--- src/rtl/axi_rd_arbiter_pkg.sv ---
// Shared types and constants for the two-master AXI3 read arbiter.
// Round-robin arbitration is enabled by defining AXI_ARB_RR_EN.
package axi_arb_pkg;

    localparam int NUM_S = 2;
    localparam int ID_W  = 4;
    localparam int LEN_W = 4;
    localparam int AW    = 32;
    localparam int DW    = 32;

    localparam logic S_ICACHE = 1'b0;
    localparam logic S_DCACHE = 1'b1;

    typedef enum logic [1:0] {
        IDLE,
        ADDR,
        DATA
    } state_t;

    // Flags a beat that disagrees with the granted ARLEN.
    function automatic logic len_bad(
        input logic [LEN_W-1:0] beat,
        input logic [LEN_W-1:0] len,
        input logic             last
    );
        return last ? (beat != len) : (beat == len);
    endfunction

endpackage

--- src/rtl/axi_rd_arbiter_if.sv ---
// AXI3 read address/data channel bundle used on every arbiter port.
// Same bundle for cache-side and bus-side ports; modports set direction.
interface axi_rd_arbiter_if
    import axi_arb_pkg::*;
();

    logic [ID_W-1:0]  arid;
    logic [AW-1:0]    araddr;
    logic [LEN_W-1:0] arlen;
    logic [2:0]       arsize;
    logic [1:0]       arburst;
    logic             arvalid;
    logic             arready;

    logic [ID_W-1:0]  rid;
    logic [DW-1:0]    rdata;
    logic [1:0]       rresp;
    logic             rlast;
    logic             rvalid;
    logic             rready;

    modport master (
        output arid, araddr, arlen, arsize, arburst, arvalid,
        input  arready,
        input  rid, rdata, rresp, rlast, rvalid,
        output rready
    );

    modport slave (
        input  arid, araddr, arlen, arsize, arburst, arvalid,
        output arready,
        output rid, rdata, rresp, rlast, rvalid,
        input  rready
    );

endinterface

--- src/rtl/axi_rd_arbiter_grant.sv ---
// Two-way request to one-hot grant; data cache wins ties by default.
// With AXI_ARB_RR_EN the last-served slave yields the next tie.
module arb_grant
    import axi_arb_pkg::*;
(
    input  logic             clk,
    input  logic             resetn,
    input  logic [NUM_S-1:0] req,
    input  logic             done,
    input  logic             done_idx,
    output logic [NUM_S-1:0] gnt
);

`ifdef AXI_ARB_RR_EN
    logic last;

    // Reset value S0 as last served hands the first tie to the data cache.
    always_ff @(posedge clk or negedge resetn) begin
        if (!resetn) begin
            last <= S_ICACHE;
        end else if (done) begin
            last <= done_idx;
        end
    end

    always_comb begin
        gnt = '0;
        if (&req) begin
            if (last == S_DCACHE) begin
                gnt[S_ICACHE] = 1'b1;
            end else begin
                gnt[S_DCACHE] = 1'b1;
            end
        end else begin
            gnt = req;
        end
    end
`else
    logic unused;
    assign unused = ^{clk, resetn, done, done_idx};

    always_comb begin
        gnt = '0;
        if (req[S_DCACHE]) begin
            gnt[S_DCACHE] = 1'b1;
        end else if (req[S_ICACHE]) begin
            gnt[S_ICACHE] = 1'b1;
        end
    end
`endif

endmodule

--- src/rtl/axi_rd_arbiter.sv ---
// Merges icache/dcache AXI3 read traffic onto one bus master port.
// Build option AXI_ARB_RR_EN selects round-robin instead of fixed priority.
module axi_rd_arbiter
    import axi_arb_pkg::*;
(
    input  logic      clk,
    input  logic      resetn,
    axi_rd_arbiter_if.slave  s0,
    axi_rd_arbiter_if.slave  s1,
    axi_rd_arbiter_if.master m,
    output logic      err_len
);

    state_t           state;
    logic             own;
    logic [LEN_W-1:0] beat;
    logic [LEN_W-1:0] len;
    logic [NUM_S-1:0] req;
    logic [NUM_S-1:0] gnt;
    logic             ar_hs;
    logic             r_hs;
    logic             done;

    assign req   = {s1.arvalid, s0.arvalid};
    assign ar_hs = (state == ADDR) && m.arvalid && m.arready;
    assign r_hs  = (state == DATA) && m.rvalid && m.rready;
    assign done  = r_hs && m.rlast;

    arb_grant u_grant (
        .clk      (clk),
        .resetn   (resetn),
        .req      (req),
        .done     (done),
        .done_idx (own),
        .gnt      (gnt)
    );

    always_ff @(posedge clk or negedge resetn) begin
        if (!resetn) begin
            state   <= IDLE;
            own     <= S_ICACHE;
            beat    <= '0;
            len     <= '0;
            err_len <= 1'b0;
        end else begin
            unique case (state)
                IDLE: begin
                    if (|req) begin
                        own   <= gnt[S_DCACHE];
                        len   <= gnt[S_DCACHE] ? s1.arlen : s0.arlen;
                        beat  <= '0;
                        state <= ADDR;
                    end
                end
                ADDR: begin
                    if (ar_hs) begin
                        state <= DATA;
                    end
                end
                DATA: begin
                    if (r_hs) begin
                        beat <= beat + 1'b1;
                        if (len_bad(beat, len, m.rlast)) begin
                            err_len <= 1'b1;
                        end
                        // Only RLAST ends the burst, even after a length error.
                        if (m.rlast) begin
                            state <= IDLE;
                        end
                    end
                end
                default: state <= IDLE;
            endcase
        end
    end

    always_comb begin
        m.arid     = '0;
        m.araddr   = '0;
        m.arlen    = '0;
        m.arsize   = '0;
        m.arburst  = '0;
        m.arvalid  = 1'b0;
        m.rready   = 1'b0;
        s0.arready = 1'b0;
        s1.arready = 1'b0;
        s0.rid     = '0;
        s0.rdata   = '0;
        s0.rresp   = '0;
        s0.rlast   = 1'b0;
        s0.rvalid  = 1'b0;
        s1.rid     = '0;
        s1.rdata   = '0;
        s1.rresp   = '0;
        s1.rlast   = 1'b0;
        s1.rvalid  = 1'b0;

        unique case (state)
            ADDR: begin
                if (own == S_DCACHE) begin
                    m.arid     = s1.arid;
                    m.araddr   = s1.araddr;
                    m.arlen    = s1.arlen;
                    m.arsize   = s1.arsize;
                    m.arburst  = s1.arburst;
                    m.arvalid  = s1.arvalid;
                    s1.arready = m.arready;
                end else begin
                    m.arid     = s0.arid;
                    m.araddr   = s0.araddr;
                    m.arlen    = s0.arlen;
                    m.arsize   = s0.arsize;
                    m.arburst  = s0.arburst;
                    m.arvalid  = s0.arvalid;
                    s0.arready = m.arready;
                end
            end
            DATA: begin
                if (own == S_DCACHE) begin
                    m.rready  = s1.rready;
                    s1.rid    = m.rid;
                    s1.rdata  = m.rdata;
                    s1.rresp  = m.rresp;
                    s1.rlast  = m.rlast;
                    s1.rvalid = m.rvalid;
                end else begin
                    m.rready  = s0.rready;
                    s0.rid    = m.rid;
                    s0.rdata  = m.rdata;
                    s0.rresp  = m.rresp;
                    s0.rlast  = m.rlast;
                    s0.rvalid = m.rvalid;
                end
            end
            default: begin
            end
        endcase
    end

endmodule
--- src/flat_wrapper.sv ---
// flat-port wrapper written by rule: the top's interface ports become plain ports
module axi_rd_arbiter_flat import axi_arb_pkg::*;
  (clk, resetn, err_len, s0_arid, s0_araddr, s0_arlen, s0_arsize, s0_arburst, s0_arvalid, s0_arready, s0_rid, s0_rdata, s0_rresp, s0_rlast, s0_rvalid, s0_rready, s1_arid, s1_araddr, s1_arlen, s1_arsize, s1_arburst, s1_arvalid, s1_arready, s1_rid, s1_rdata, s1_rresp, s1_rlast, s1_rvalid, s1_rready, m_arid, m_araddr, m_arlen, m_arsize, m_arburst, m_arvalid, m_arready, m_rid, m_rdata, m_rresp, m_rlast, m_rvalid, m_rready);
  axi_rd_arbiter_if s0_i ();
  axi_rd_arbiter_if s1_i ();
  axi_rd_arbiter_if m_i ();
  input  logic clk;
  input  logic resetn;
  output logic err_len;
  input wire logic [$bits(s0_i.arid)-1:0] s0_arid;
  input wire logic [$bits(s0_i.araddr)-1:0] s0_araddr;
  input wire logic [$bits(s0_i.arlen)-1:0] s0_arlen;
  input wire logic [$bits(s0_i.arsize)-1:0] s0_arsize;
  input wire logic [$bits(s0_i.arburst)-1:0] s0_arburst;
  input wire logic [$bits(s0_i.arvalid)-1:0] s0_arvalid;
  output wire logic [$bits(s0_i.arready)-1:0] s0_arready;
  output wire logic [$bits(s0_i.rid)-1:0] s0_rid;
  output wire logic [$bits(s0_i.rdata)-1:0] s0_rdata;
  output wire logic [$bits(s0_i.rresp)-1:0] s0_rresp;
  output wire logic [$bits(s0_i.rlast)-1:0] s0_rlast;
  output wire logic [$bits(s0_i.rvalid)-1:0] s0_rvalid;
  input wire logic [$bits(s0_i.rready)-1:0] s0_rready;
  input wire logic [$bits(s1_i.arid)-1:0] s1_arid;
  input wire logic [$bits(s1_i.araddr)-1:0] s1_araddr;
  input wire logic [$bits(s1_i.arlen)-1:0] s1_arlen;
  input wire logic [$bits(s1_i.arsize)-1:0] s1_arsize;
  input wire logic [$bits(s1_i.arburst)-1:0] s1_arburst;
  input wire logic [$bits(s1_i.arvalid)-1:0] s1_arvalid;
  output wire logic [$bits(s1_i.arready)-1:0] s1_arready;
  output wire logic [$bits(s1_i.rid)-1:0] s1_rid;
  output wire logic [$bits(s1_i.rdata)-1:0] s1_rdata;
  output wire logic [$bits(s1_i.rresp)-1:0] s1_rresp;
  output wire logic [$bits(s1_i.rlast)-1:0] s1_rlast;
  output wire logic [$bits(s1_i.rvalid)-1:0] s1_rvalid;
  input wire logic [$bits(s1_i.rready)-1:0] s1_rready;
  output wire logic [$bits(m_i.arid)-1:0] m_arid;
  output wire logic [$bits(m_i.araddr)-1:0] m_araddr;
  output wire logic [$bits(m_i.arlen)-1:0] m_arlen;
  output wire logic [$bits(m_i.arsize)-1:0] m_arsize;
  output wire logic [$bits(m_i.arburst)-1:0] m_arburst;
  output wire logic [$bits(m_i.arvalid)-1:0] m_arvalid;
  input wire logic [$bits(m_i.arready)-1:0] m_arready;
  input wire logic [$bits(m_i.rid)-1:0] m_rid;
  input wire logic [$bits(m_i.rdata)-1:0] m_rdata;
  input wire logic [$bits(m_i.rresp)-1:0] m_rresp;
  input wire logic [$bits(m_i.rlast)-1:0] m_rlast;
  input wire logic [$bits(m_i.rvalid)-1:0] m_rvalid;
  output wire logic [$bits(m_i.rready)-1:0] m_rready;
  assign s0_i.arid = s0_arid;
  assign s0_i.araddr = s0_araddr;
  assign s0_i.arlen = s0_arlen;
  assign s0_i.arsize = s0_arsize;
  assign s0_i.arburst = s0_arburst;
  assign s0_i.arvalid = s0_arvalid;
  assign s0_arready = s0_i.arready;
  assign s0_rid = s0_i.rid;
  assign s0_rdata = s0_i.rdata;
  assign s0_rresp = s0_i.rresp;
  assign s0_rlast = s0_i.rlast;
  assign s0_rvalid = s0_i.rvalid;
  assign s0_i.rready = s0_rready;
  assign s1_i.arid = s1_arid;
  assign s1_i.araddr = s1_araddr;
  assign s1_i.arlen = s1_arlen;
  assign s1_i.arsize = s1_arsize;
  assign s1_i.arburst = s1_arburst;
  assign s1_i.arvalid = s1_arvalid;
  assign s1_arready = s1_i.arready;
  assign s1_rid = s1_i.rid;
  assign s1_rdata = s1_i.rdata;
  assign s1_rresp = s1_i.rresp;
  assign s1_rlast = s1_i.rlast;
  assign s1_rvalid = s1_i.rvalid;
  assign s1_i.rready = s1_rready;
  assign m_arid = m_i.arid;
  assign m_araddr = m_i.araddr;
  assign m_arlen = m_i.arlen;
  assign m_arsize = m_i.arsize;
  assign m_arburst = m_i.arburst;
  assign m_arvalid = m_i.arvalid;
  assign m_i.arready = m_arready;
  assign m_i.rid = m_rid;
  assign m_i.rdata = m_rdata;
  assign m_i.rresp = m_rresp;
  assign m_i.rlast = m_rlast;
  assign m_i.rvalid = m_rvalid;
  assign m_rready = m_i.rready;
  axi_rd_arbiter u_core (.clk(clk), .resetn(resetn), .s0(s0_i), .s1(s1_i), .m(m_i), .err_len(err_len));
endmodule
--- config.mk ---
export PLATFORM = sky130hd
export DESIGN_NAME = axi_rd_arbiter_flat
export DESIGN_NICKNAME = d
export VERILOG_FILES = /design/src/rtl/axi_rd_arbiter_pkg.sv /design/src/rtl/axi_rd_arbiter_if.sv /design/src/rtl/axi_rd_arbiter_grant.sv /design/src/rtl/axi_rd_arbiter.sv /design/src/flat_wrapper.sv
export SDC_FILE = /design/constraint.sdc
export NUM_CORES = 1
export LEC_CHECK = 0
export ABC_AREA = 1
export ABC_CLOCK_PERIOD_IN_PS = 1700
export CAP_MARGIN = 25
export CORE_AREA = 2 2 103 105
export CTS_CLUSTER_SIZE = 30
export DETAILED_ROUTE_END_ITERATION = 7
export DIE_AREA = 0 0 105 107
export GPL_ROUTABILITY_DRIVEN = 0
export PLACE_DENSITY = 0.69
export SLEW_MARGIN = 15
export SYNTH_ARGS = -nofsm -noshare
export SYNTH_HDL_FRONTEND = slang
export SYNTH_SLANG_ARGS = --single-unit
export TNS_END_PERCENT = 5
--- constraint.sdc ---
create_clock -name clk -period 1.7 [get_ports clk]
set_input_delay 0.34 -clock clk [delete_from_list [all_inputs] [get_ports clk]]
set_output_delay 0.34 -clock clk [all_outputs]
set_load 0.02 [all_outputs]
==> Word level (Yosys, flattened, before mapping) <==
Cells that the tools add are included.
{ "totals": {"register_bits": 12, "input_bits": 137} }
{ "classes": {"n_addsub": 1, "eq_ne": 8, "mux": 49, "n_reduce_logical": 11} }
{ "op_table": {"columns": ["operator", "count"], "rows": [
  ["$mux 32", 6],
  ["$mux 4", 11],
  ["$mux 2", 10],
  ["$mux 1", 18],
  ["$pmux 4 s2", 1],
  ["$mux 3", 2],
  ["$ne 2x1->1 const B", 3],
  ["$pmux 2 s3", 1],
  ["$reduce_and 3->1", 2],
  ["$add 4x1->4 const B", 1],
  ["$eq 4x4->1", 1],
  ["$logic_and 1x1->1", 4],
  ["$ne 4x4->1", 1],
  ["$reduce_and 4->1", 1],
  ["$eq 2x1->1 const B", 1],
  ["$eq 2x2->1 const B", 1],
  ["$logic_not 2->1", 1],
  ["$ne 2x2->1 const B", 1],
  ["$reduce_and 2->1", 1],
  ["$reduce_bool 2->1", 1],
  ["$reduce_or 2->1", 1]
]} }

==> Longest topological paths before layout <==
{ "logic_depth": {"ltp_word": 6, "ltp_mapped": 8} }

==> By module <==
From an unflattened synthesis, not the netlist that was laid out.
{ "hier_totals": {"hier_cells": 387, "area_unflattened_um2": 1881.8} }
{ "by_module_without_submodules": {"columns": ["module", "instances", "cells_per_inst", "area_per_inst_um2", "seq_area_each_um2"], "rows": [
  ["axi_rd_arbiter", 1, 384, 1864.3, 300.3],
  ["arb_grant", 1, 3, 17.5, 0.0]
]} }

==> Least setup slack after synthesis <==
Ideal clock, no wire load.
{ "synth_path": {"kind": "reg-to-output", "startpoint": "register u_core.own", "endpoint": "output m_araddr[0]", "t_arrival_ns": 1.268, "t_required_ns": 1.360, "path_slack_ns": 0.092, "path_stages_with_launch": 5, "cell_sequence": "dfrtp_1 -> buf_2 -> clkbuf_1 -> nand2_1 -> a21oi_1"} }
{ "synth_between": {"elab_chain_cells": 2} }
{ "synth_lines": {"columns": ["element", "line_no", "rtl"], "rows": [
  ["start: declaration", "axi_rd_arbiter.sv:15", "logic own;"],
  ["start signal: assignment", "axi_rd_arbiter.sv:49", "own <= gnt[S_DCACHE];"],
  ["$mux 32", "axi_rd_arbiter.sv:100", "if (own == S_DCACHE) begin"],
  ["$mux 32", "axi_rd_arbiter.sv:98", "unique case (state)"],
  ["end: declaration", "flat_wrapper.sv:37", "output wire logic [$bits(m_i.araddr)-1:0] m_araddr;"]
]} }
No other way between the ends.

==> Worst setup path after layout <==
{ "layout_path": {"startpoint": "register u_core.state[1]", "endpoint": "output s0_rdata[24]"} }
{ "layout_between": {"elab_chain_cells": 2} }
{ "layout_lines": {"columns": ["element", "line_no", "rtl"], "rows": [
  ["start: declaration", "axi_rd_arbiter.sv:14", "state_t state;"],
  ["start signal: assignment", "axi_rd_arbiter.sv:40", "state <= IDLE;"],
  ["start signal: assignment", "axi_rd_arbiter.sv:52", "state <= ADDR;"],
  ["start signal: assignment", "axi_rd_arbiter.sv:57", "state <= DATA;"],
  ["$eq 2x2->1", "axi_rd_arbiter.sv:98", null],
  ["$mux 32", "axi_rd_arbiter.sv:98", null],
  ["end: declaration", "flat_wrapper.sv:18", "output wire logic [$bits(s0_i.rdata)-1:0] s0_rdata;"]
]} }
No other way between the ends.

==> summary.md <==
| Metric | Value |
|---|---|
| Final worst-path cycle share | `1.03` |
| Max-capacitance violation count | `0` |
| Worst min-delay path class | `in2async` |
| Top-count cell post-synth | `nand2_1` |
| Final Util | `0.472` |
| First-pass DRT Iterations | `4` |
| Worst VDD drop | `0.622 mV` |
| Least-Margin Pin Slew | `0.579 ns` |
| Commonest cells in the netlist | `nand2_1, nor2_1, inv_1, a21oi_1, clkbuf_1` |
| Netlist Area Pre-Place | `0.00187 mm2` |
| Crit Path Class | `reg2out` |
| Mapped Cells | `381` |
| Post-synth top area share | `0.229` |
| # fillers | `1,121` |
| Critical path peak fanout | `40` |
| Clk sinks | `12` |
| CORE AREA | `0.0101 mm2` |
| Asr flop ratio synth | `1.00` |
| Post-place instance area | `0.00493 mm2` |
| Clock skew | `0.00585 ns` |
| Hpwl dp | `8180 um` |
| Global-route usage over all layers | `0.164` |
| Sw power | `2.99 mW` |
| Failing checks | `setup timing` |
| First-pass GRT wire length | `15,500 um` |
| Residual DRC | `0` |
| Fin. max-slew vios | `0` |
| Die span in y | `107 um` |
| Worst endpoint required time | `1.36 ns` |
| Vias post-DR | `3,366` |
| RSZ-0062 raised after global routing | `yes` |
| Post-route antenna net violation count | `0` |
| Syn Nets | `519` |
| Largest net degree at the start of global routing | `41` |
| Sequential power share | `0.084` |
| FMAX | `570 MHz` |
| Layout cells sized above 1 | `0.284` |
| Clock Latency Late Sink | `0.24 ns` |
| Synth warnings | `0` |
| Pwr dens | `1210 mW/mm2` |
| Ranking of synthesized cells by area | `nand2_1, nor2_1, dfrtp_1` |
| Slew margin rel. | `0.613` |
| Final hold vios | `0` |
| Leakage | `2.54 nW` |
| Num rows | `37` |
| Leading area contributor after synthesis | `nand2_1` |
| Clock share of power | `0.046` |
| Mean Syn Cell Area | `4.91 um2` |
| # diodes | `0` |
| Setup ws final | `-0.0540 ns` |
| # hold bufs at CTS | `0` |
| Post-layout instance area | `0.00476 mm2` |
| Clock Tree Root | `clkbuf_8` |
| Synthesized flop and latch total | `12` |
| Nets | `804` |
| Total negative slack | `-3.36 ns` |
| Kind of end point of the critical path | `output pin` |
| DIE AREA | `0.0112 mm2` |
| Number of global-route vias before repair | `3,285` |
| Initial Util | `0.185` |
| Drt via density | `4.20` |
| Congestion Overflow GR | `0` |
| Post-synth EDFFs | `0` |
| Sequential area share after synthesis | `0.161` |
| Logic gate share of total power | `0.870` |
| Outcome | `finished, violations left` |
| Antenna violations before repair | `0` |
| Count of input and output buffers | `266` |
| Sw Share | `0.519` |
| Unique masters post-synth | `21` |
| Critical Path AT | `1.41 ns` |
| Num ports | `267` |
| Die W | `105 um` |
| Clock tree buffer depth | `2` |
| DR WL/cell | `12.7 um` |
| Clock Pin Slew Worst Setup and Hold Paths | `0.05 ns` |
| Final WL | `10,200 um` |
| Synth Flop Type | `dfrtp_1` |
| Worst setup SP type | `flip-flop` |
| # H-tree levels | `1` |
| Crit path time final | `1.75 ns` |
| Internal cell power | `2.77 mW` |
| Area delta synth->final | `155%` |
| Initial drt markers | `125` |
| CTS tree | `yes` |
| TritonCTS Buffers | `3` |
| Final setup viols | `118` |
timing repair:
item / 4_1_cts / 5_1_grt
gates cloned: 2 / 0
endpoints found under the setup margin: 129 / 128
gates resized for setup: 652 / 16
buffers inserted: 0 / 1
metrics by stage:
| stage | power (mW) | hold WS [ns] | instances | worst slack (ns) |
|---|---|---|---|---|
| after global routing | 6.18 | 0.505 | 801 | -0.175 |
| after CTS | 5.76 | 0.484 | 800 | -0.0742 |
| after floorplan | 2.96 | 0.0444 | 381 | 0.0922 |
| after detailed placement | 5.55 | 0.477 | 794 | -0.469 |
| final | 5.76 | 0.470 | 801 | -0.0540 |
| after global placement | 5.52 | 0.467 | 794 | -0.463 |
cell usage in the layout, fill, tap and decap left out, types with 3 or more instances in the layout:
| cell type | n |
|---|---|
| buf_6 | 5 |
| nand3_1 | 9 |
| nor2_2 | 5 |
| o211ai_1 | 4 |
| clkdlybuf4s50_1 | 137 |
| nand2_2 | 3 |
| nand2_1 | 113 |
| a21oi_1 | 46 |
| buf_4 | 150 |
| o21ai_1 | 6 |
| inv_1 | 58 |
| clkbuf_8 | 3 |
| nor2_4 | 3 |
| dfrtp_1 | 11 |
| nor2_1 | 80 |
| buf_12 | 6 |
| o21ai_0 | 6 |
logic make-up after synthesis:
family	synth area share
xor gates and xnor gates	0.00937
AOI/OAI and AO/OA	0.176
adders and majority gates	0.00669
buffers and inverters	0.179
and+or+nand+nor	0.469
DFF	0.161
final timing paths:
| kind | from | end | slack, ns | depth (start not counted) |
|---|---|---|---|---|
| worst max-delay path | u_core.state[1] | s0_rdata[24] | -0.05 | 6 |
| worst min-delay path | resetn | u_core.beat[3] | 0.47 | 1 |
| worst min register to register | u_core.err_len | u_core.err_len | 0.47 | 2 |
| worst max register to register | u_core.own | u_core.beat[3] | 0.28 | 8 |
| min in group clk | u_core.err_len | u_core.err_len | 0.47 | 2 |
| max in group asynchronous | resetn | u_core.own | 0.82 | 1 |
flip-flops by register name, indices dropped and copies added (netlist names):
| register | flops |
|---|---|
| u_core.beat | 4 |
| u_core.len | 4 |
| u_core.state | 2 |
| u_core.err_len | 1 |
| u_core.own | 1 |
layout make-up:
type                            count  area (um2)  share of cell area
Clock buffer                        4        45.0             0.00945
Inverter                           63         244              0.0512
Multi-Input combinational cell    284        1260               0.264
Sequential cell                    12         302              0.0633
Tap cell                          136         170              0.0357
Timing Repair Buffer              302        2740               0.576
worst max-delay path, stage by stage (launching register included):
cell and delay (ns):
dfrtp_1 0.42, inv_2 0.06, nor2_4 0.15, nand2_2 0.08, buf_12 0.18, nor2_1 0.12, buf_4 0.16
metal layers:
| layer | vias to the layer above | routed length (um) | share of wire | GRT usage |
|---|---|---|---|---|
| li1 | 1714 | - | - | - |
| met1 | 1457 | 4140 | 0.41 | 0.192 |
| met2 | 183 | 4970 | 0.49 | 0.301 |
| met3 | 12 | 910 | 0.090 | 0.0389 |
| met4 | 0 | 141 | 0.014 | 0.0371 |
| met5 | - | 0 | 0 | 0 |
power groups by stage:
stage                     combinational, mW  clock, mW  sequential [mW]
after floorplan                        2.51          0            0.452
after global routing                   5.40      0.284            0.501
after global placement                 5.05          0            0.466
after CTS                              5.01      0.274            0.482
after detailed placement               5.08          0            0.471
final                                  5.01      0.266            0.481
Power figures use the tool's default switching activity.
